===== src/rtl/adc_spi_if.sv =====
// Pin and parallel-side bundle between an ADC SPI initiator and the ADC responder.
// The slave modport is the responder's view; the master modport is the initiator/test side.
interface adc_spi_if #(
    parameter int unsigned DATA_W = 12,
    parameter int unsigned NUM_CH = 8
);
    logic                       adc_cs_n;
    logic                       adc_sclk;
    logic                       adc_saddr;
    logic                       adc_sdat;
    logic [NUM_CH*DATA_W-1:0]   ch_data;
    logic [2:0]                 cur_ch;
    logic                       busy;
    logic                       frame_done;
    logic                       frame_error;

    modport slave (
        input  adc_cs_n, adc_sclk, adc_saddr, ch_data,
        output adc_sdat, cur_ch, busy, frame_done, frame_error
    );

    modport master (
        output adc_cs_n, adc_sclk, adc_saddr, ch_data,
        input  adc_sdat, cur_ch, busy, frame_done, frame_error
    );
endinterface


===== src/rtl/adc_spi_responder.sv =====
// Emulates an 8-channel 12-bit serial ADC (ADC128S022 framing) on oversampled SPI pins.
// The address sent in one frame selects the channel returned in the following frame.
module adc_spi_responder #(
    parameter int unsigned DATA_W      = 12,
    parameter int unsigned NUM_CH      = 8,
    parameter int unsigned SYNC_STAGES = 2
) (
    input  logic      clk,
    input  logic      reset,
    adc_spi_if.slave  io_spi
);
    typedef enum logic [1:0] {StIdle, StActive, StDone} state_e;

    state_e                 r_state, w_state_d;
    logic [SYNC_STAGES-1:0] r_cs_sync, r_sclk_sync, r_saddr_sync, r_fill;
    logic                   r_cs_dly, r_sclk_dly, r_armed;
    logic [15:0]            r_shreg;
    logic [4:0]             r_rise_cnt;
    logic [2:0]             r_addr_tmp, r_cur_ch;
    logic                   r_frame_done, r_frame_error;

    logic w_cs, w_sclk, w_saddr, w_sync_valid;
    logic w_cs_fall, w_cs_rise, w_sclk_rise, w_sclk_fall;
    logic w_load, w_rise_inc, w_shift, w_done, w_err;
    logic [DATA_W-1:0] w_ch_sel;
    logic [11:0]       w_sample;

    assign w_cs         = r_cs_sync[SYNC_STAGES-1];
    assign w_sclk       = r_sclk_sync[SYNC_STAGES-1];
    assign w_saddr      = r_saddr_sync[SYNC_STAGES-1];
    // Last sync stage holds a real pin sample, not a reset-loaded 1.
    assign w_sync_valid = r_fill[SYNC_STAGES-1];
    assign w_cs_fall    = r_cs_dly & ~w_cs;
    assign w_cs_rise    = ~r_cs_dly & w_cs;
    assign w_sclk_rise  = ~r_sclk_dly & w_sclk;
    assign w_sclk_fall  = r_sclk_dly & ~w_sclk;

    always_comb begin
        w_ch_sel = '0;
        if (32'(r_cur_ch) < NUM_CH) begin
            w_ch_sel = io_spi.ch_data[32'(r_cur_ch)*DATA_W +: DATA_W];
        end
    end

    if (DATA_W >= 12) begin : g_trunc
        assign w_sample = w_ch_sel[11:0];
    end else begin : g_zext
        assign w_sample = {{(12-DATA_W){1'b0}}, w_ch_sel};
    end

    always_comb begin
        w_state_d  = r_state;
        w_load     = 1'b0;
        w_rise_inc = 1'b0;
        w_shift    = 1'b0;
        w_done     = 1'b0;
        w_err      = 1'b0;
        unique case (r_state)
            StIdle: begin
                if (w_cs_fall && r_armed) begin
                    w_load    = 1'b1;
                    w_state_d = StActive;
                end
            end
            StActive: begin
                // The 16th rise beats a coincident CS rise.
                if (w_sclk_rise && r_rise_cnt == 5'd15) begin
                    w_rise_inc = 1'b1;
                    w_done     = 1'b1;
                    w_state_d  = StDone;
                end else if (w_cs_rise) begin
                    w_err     = 1'b1;
                    w_state_d = StIdle;
                end else if (w_sclk_rise) begin
                    w_rise_inc = 1'b1;
                end else if (w_sclk_fall && r_rise_cnt != 5'd0) begin
                    w_shift = 1'b1;
                end
            end
            StDone: begin
                // Level test so a CS rise consumed on the done cycle still exits.
                if (w_cs) begin
                    w_state_d = StIdle;
                end
            end
            default: w_state_d = StIdle;
        endcase
    end

    always_ff @(posedge clk) begin
        if (reset) begin
            r_cs_sync     <= '1;
            r_sclk_sync   <= '1;
            r_saddr_sync  <= '1;
            r_fill        <= '0;
            r_cs_dly      <= 1'b1;
            r_sclk_dly    <= 1'b1;
            r_armed       <= 1'b0;
            r_state       <= StIdle;
            r_shreg       <= '0;
            r_rise_cnt    <= '0;
            r_addr_tmp    <= '0;
            r_cur_ch      <= '0;
            r_frame_done  <= 1'b0;
            r_frame_error <= 1'b0;
        end else begin
            r_cs_sync     <= {r_cs_sync[SYNC_STAGES-2:0], io_spi.adc_cs_n};
            r_sclk_sync   <= {r_sclk_sync[SYNC_STAGES-2:0], io_spi.adc_sclk};
            r_saddr_sync  <= {r_saddr_sync[SYNC_STAGES-2:0], io_spi.adc_saddr};
            r_fill        <= {r_fill[SYNC_STAGES-2:0], 1'b1};
            r_cs_dly      <= w_cs;
            r_sclk_dly    <= w_sclk;
            r_state       <= w_state_d;
            r_frame_done  <= w_done;
            r_frame_error <= w_err;
            if (w_sync_valid && w_cs) begin
                r_armed <= 1'b1;
            end
            if (w_load) begin
                r_shreg    <= {4'b0000, w_sample};
                r_rise_cnt <= '0;
            end else if (w_shift) begin
                r_shreg <= {r_shreg[14:0], 1'b0};
            end
            if (w_rise_inc) begin
                r_rise_cnt <= r_rise_cnt + 5'd1;
                if (r_rise_cnt >= 5'd2 && r_rise_cnt <= 5'd4) begin
                    r_addr_tmp <= {r_addr_tmp[1:0], w_saddr};
                end
            end
            if (w_done) begin
                r_cur_ch <= r_addr_tmp;
            end
        end
    end

    assign io_spi.adc_sdat    = (r_state != StIdle) ? r_shreg[15] : 1'b0;
    assign io_spi.cur_ch      = r_cur_ch;
    assign io_spi.busy        = (r_state != StIdle);
    assign io_spi.frame_done  = r_frame_done;
    assign io_spi.frame_error = r_frame_error;
endmodule


===== src/flat_wrapper.sv =====
// flat-port wrapper written by rule: the top's interface ports become plain ports
module adc_spi_responder_flat 
#(
    parameter int unsigned DATA_W      = 12,
    parameter int unsigned NUM_CH      = 8,
    parameter int unsigned SYNC_STAGES = 2
)
  (clk, reset, io_spi_adc_cs_n, io_spi_adc_sclk, io_spi_adc_saddr, io_spi_ch_data, io_spi_adc_sdat, io_spi_cur_ch, io_spi_busy, io_spi_frame_done, io_spi_frame_error);
  adc_spi_if #(.DATA_W(DATA_W), .NUM_CH(NUM_CH)) io_spi_i ();
  input  logic clk;
  input  logic reset;
  input wire logic [$bits(io_spi_i.adc_cs_n)-1:0] io_spi_adc_cs_n;
  input wire logic [$bits(io_spi_i.adc_sclk)-1:0] io_spi_adc_sclk;
  input wire logic [$bits(io_spi_i.adc_saddr)-1:0] io_spi_adc_saddr;
  input wire logic [$bits(io_spi_i.ch_data)-1:0] io_spi_ch_data;
  output wire logic [$bits(io_spi_i.adc_sdat)-1:0] io_spi_adc_sdat;
  output wire logic [$bits(io_spi_i.cur_ch)-1:0] io_spi_cur_ch;
  output wire logic [$bits(io_spi_i.busy)-1:0] io_spi_busy;
  output wire logic [$bits(io_spi_i.frame_done)-1:0] io_spi_frame_done;
  output wire logic [$bits(io_spi_i.frame_error)-1:0] io_spi_frame_error;
  assign io_spi_i.adc_cs_n = io_spi_adc_cs_n;
  assign io_spi_i.adc_sclk = io_spi_adc_sclk;
  assign io_spi_i.adc_saddr = io_spi_adc_saddr;
  assign io_spi_i.ch_data = io_spi_ch_data;
  assign io_spi_adc_sdat = io_spi_i.adc_sdat;
  assign io_spi_cur_ch = io_spi_i.cur_ch;
  assign io_spi_busy = io_spi_i.busy;
  assign io_spi_frame_done = io_spi_i.frame_done;
  assign io_spi_frame_error = io_spi_i.frame_error;
  adc_spi_responder #(.DATA_W(DATA_W), .NUM_CH(NUM_CH), .SYNC_STAGES(SYNC_STAGES)) u_core (.clk(clk), .reset(reset), .io_spi(io_spi_i));
endmodule

===== config.mk =====
export PLATFORM = sky130hd
export DESIGN_NAME = adc_spi_responder_flat
export DESIGN_NICKNAME = d
export VERILOG_FILES = /design/src/rtl/adc_spi_if.sv /design/src/rtl/adc_spi_responder.sv /design/src/flat_wrapper.sv
export SDC_FILE = /design/constraint.sdc
export NUM_CORES = 1
export LEC_CHECK = 0
export CORE_MARGIN = 1
export CORE_UTILIZATION = 44
export CTS_BUF_LIST = sky130_fd_sc_hd__clkbuf_2 sky130_fd_sc_hd__clkbuf_4 sky130_fd_sc_hd__clkbuf_8
export DETAILED_ROUTE_END_ITERATION = 10
export PLACE_DENSITY = 0.91
export SLEW_MARGIN = 20
export SYNTH_ARGS = -nofsm -noshare
export SYNTH_HDL_FRONTEND = slang
export SYNTH_SLANG_ARGS = --single-unit
export TNS_END_PERCENT = 20

===== constraint.sdc =====
create_clock -name clk -period 2.3 [get_ports clk]
set_clock_uncertainty 0.05 [all_clocks]
set_input_delay 0.23 -clock clk [delete_from_list [all_inputs] [get_ports clk]]
set_output_delay 0.23 -clock clk [all_outputs]
set_load 0.05 [all_outputs]

==> run metrics <==
Ys Warns=0; Final min period=2.13 ns; gr usage total=0.252; share of flip-flops with an asynchronous set or reset=0; Die H=76.8 um; Worst Hold Depth=1; Reg-to-Reg Start=u_core.r_rise_cnt[0]; max-slew violation count=0; GP Congestion=0.788; nets=474; RSZ-0062 raised after global routing=false; power share of the combinational group=0.167; final worst setup slack=0.166 ns; first-pass GRT wire length=11800 um; FP Rows=26; number of global-route vias before repair=2421; worst vdd ir=0.386 mV; drt first pass iters=4; Port Buf Inserts=107; Internal=1.15 mW; Sequential Power Share=0.500; Max Cap Violations=0; DRC Markers=0; Worst Max-Slew Pin Slew=0.574 ns; syn_area_per_cell=9.16 um2; sw frac=0.230; largest net degree at the start of global routing=46; Final TNS setup=0 ns; worst skew pair latency=0.30 ns; Crit-path slowest cell=clkdlybuf4s50_1; synthesis-to-finish area growth=49.2%; initial antenna violation count=0; Syn Std Cell Area=2460 um2; HP Start=u_core.r_sclk_sync[0]; Final Hold Vio Count=0; Post-CTS Resized=0; fraction of layout cells with a size suffix above 1=0.0943; number of buffers created by CTS=5; Reg2Reg Depth=7; Setup WS pre-CTS=0.108 ns; Hold EP=u_core.r_sclk_sync[1]; Arrival @ worst endpoint=1.85 ns; status=finished clean; Post-synth EDFFs=0; Worst Setup SP=u_core.r_state[1]; DR WL/cell=16.1 um; R2R Path End=u_core.r_addr_tmp[2]; Startpoint Class=flop; Boundary Pins=108; headroom to the max-slew limit=0.617; total gr overflow=0; synthesized flop and latch total=42; post-CTS setup repair buffer count=0; type of element capturing the critical path=primary output; root buffer cell=clkbuf_8; Antenna Diode Count=0; clk sinks=42; Hold Buf Count CTS=0; Max Freq=0.469 GHz; Post-Syn Nets=373; total core area=5240 um2; die width=76.8 um; fin crit share=0.928; PD cells=406 nW/um2; synth unique cells=39; Req. time, crit path=2.02 ns; ys flop type=dfxtp_1; commonest non-fill, non-tap cell in the layout=clkdlybuf4s50_1; critical path type=flop to primary output; DR vias=2421; worst min-delay path class=flop to flop; critical-path cell list=or2_2 -> and2_1 -> clkdlybuf4s50_1; vias per cell=5.49; Max H-tree Level=2; CP max stage delay=0.69 ns; Leak=1.21 nW; sequential-to-total area share from yosys stat=0.341; ANT nets after route=0; R2R setup slack=0.17 ns; endpoints failing setup=0; Iteration-0 DRC Markers=93; Total Wirelength=7120 um; clock transition at the registers of the reported paths=0.09 ns; Starting Density=0.470; HPWL after DPL=5580 um; Gate Count Post-Synth=269; most frequent cells in the layout=107 x clkdlybuf4s50_1, 51 x mux2i_1, 41 x dfxtp_1; crit-path max FO=8; clk buf depth=2; P_sw=0.343 mW; clock share of power=0.334; DIE AREA=5900 um2; CTS tree=built
-- critical path, delay by kind of cell (launching register included) --
kind	cells	cell delay (ns)
and+or+nand+nor	2	0.49
DFF	1	0.37
buffers and inverters	1	0.69
-- flip-flops by register name, indices dropped and copies added, names as in the netlist --
name	cells
u_core.r_sclk_dly	1
u_core.r_fill	2
u_core.r_cs_sync	2
u_core.r_saddr_sync	2
u_core.r_shreg	16
u_core.r_cs_dly	1
u_core.io_spi.frame_error	1
u_core.r_state	2
u_core.r_addr_tmp	3
u_core.r_sclk_sync	2
u_core.io_spi.frame_done	1
u_core.r_armed	1
u_core.io_spi.cur_ch	3
u_core.r_rise_cnt	5
-- cell usage after synthesis (3+ instances only) --
| cell | instances | area, um2 |
|---|---|---|
| dfxtp_1 | 42 | 841 |
| buf_2 | 3 | 15.0 |
| inv_1 | 5 | 18.8 |
| nor3_1 | 9 | 45.0 |
| nand2_1 | 15 | 56.3 |
| clkbuf_1 | 9 | 33.8 |
| nor2b_1 | 4 | 25.0 |
| a21oi_1 | 11 | 55.1 |
| ha_1 | 3 | 37.5 |
| and2_1 | 3 | 18.8 |
| o21ai_0 | 4 | 20.0 |
| mux2i_1 | 51 | 510 |
| nor2_1 | 13 | 48.8 |
| a22oi_1 | 24 | 180 |
| nand3_1 | 23 | 115 |
| buf_4 | 3 | 22.5 |
| or2_2 | 9 | 56.3 |
| a31oi_1 | 11 | 68.8 |
-- metal layers --
metal | vias up | GRT usage | wire length [um]
met5 | - | 0 | 0
met2 | 86 | 0.470 | 3760
met3 | 11 | 0.0631 | 440
met1 | 1121 | 0.280 | 2810
li1 | 1203 | - | -
met4 | 0 | 0.0712 | 112
-- area by class of cell --
class | instances | area [um2]
multi-input cells | 203 | 1490
repair buffers | 113 | 1140
fillers | 397 | 1560
clock buffers | 5 | 68.8
flip-flops and latches | 42 | 842
well taps | 70 | 87.6
inverters | 5 | 18.8
clock inverters | 3 | 26.3
-- kinds of logic (layout without fill, tap and decap cells) --
group           after synthesis  in the layout  synth area share
compound gates               54             54             0.146
buf+inv                      24            126            0.0559
fa+ha+maj                     3              3            0.0152
mux                          54             54             0.230
flops                        42             42             0.341
simple gates                 92             92             0.211
-- through the flow --
step	std cells	hold WS, ns	utilization	total power, mW	cell area (um2)
final	441	0.368	0.702	1.49	3670
after global routing	441	0.390	0.702	1.56	3670
after CTS	441	0.372	0.701	1.51	3670
after detailed placement	433	0.350	0.683	1.01	3570
after global placement	433	0.344	0.683	1.00	3570
after floorplan	269	0.284	-	0.822	2460
-- power by group through the flow --
| stage | clock network (mW) | registers [mW] | logic [mW] |
|---|---|---|---|
| 2_1_floorplan | 0 | 0.760 | 0.0628 |
| 5_1_grt | 0.550 | 0.747 | 0.264 |
| 3_3_place_gp | 0 | 0.761 | 0.242 |
| 4_1_cts | 0.513 | 0.745 | 0.249 |
| 6_report | 0.498 | 0.745 | 0.248 |
| 3_5_place_dp | 0 | 0.762 | 0.248 |
-- how the worst max path moves through the flow --
stage,endpoint,slack (ns),depth (start not counted)
5_1_grt,u_core.r_rise_cnt[3],0.02,7
6_report,io_spi_adc_sdat,0.17,3
3_5_place_dp,u_core.r_rise_cnt[3],0.11,7
4_1_cts,u_core.r_rise_cnt[3],0.09,7
2_1_floorplan,u_core.r_rise_cnt[3],0.31,7
3_3_place_gp,u_core.r_rise_cnt[3],0.20,7
Power figures use the tool's default switching activity.
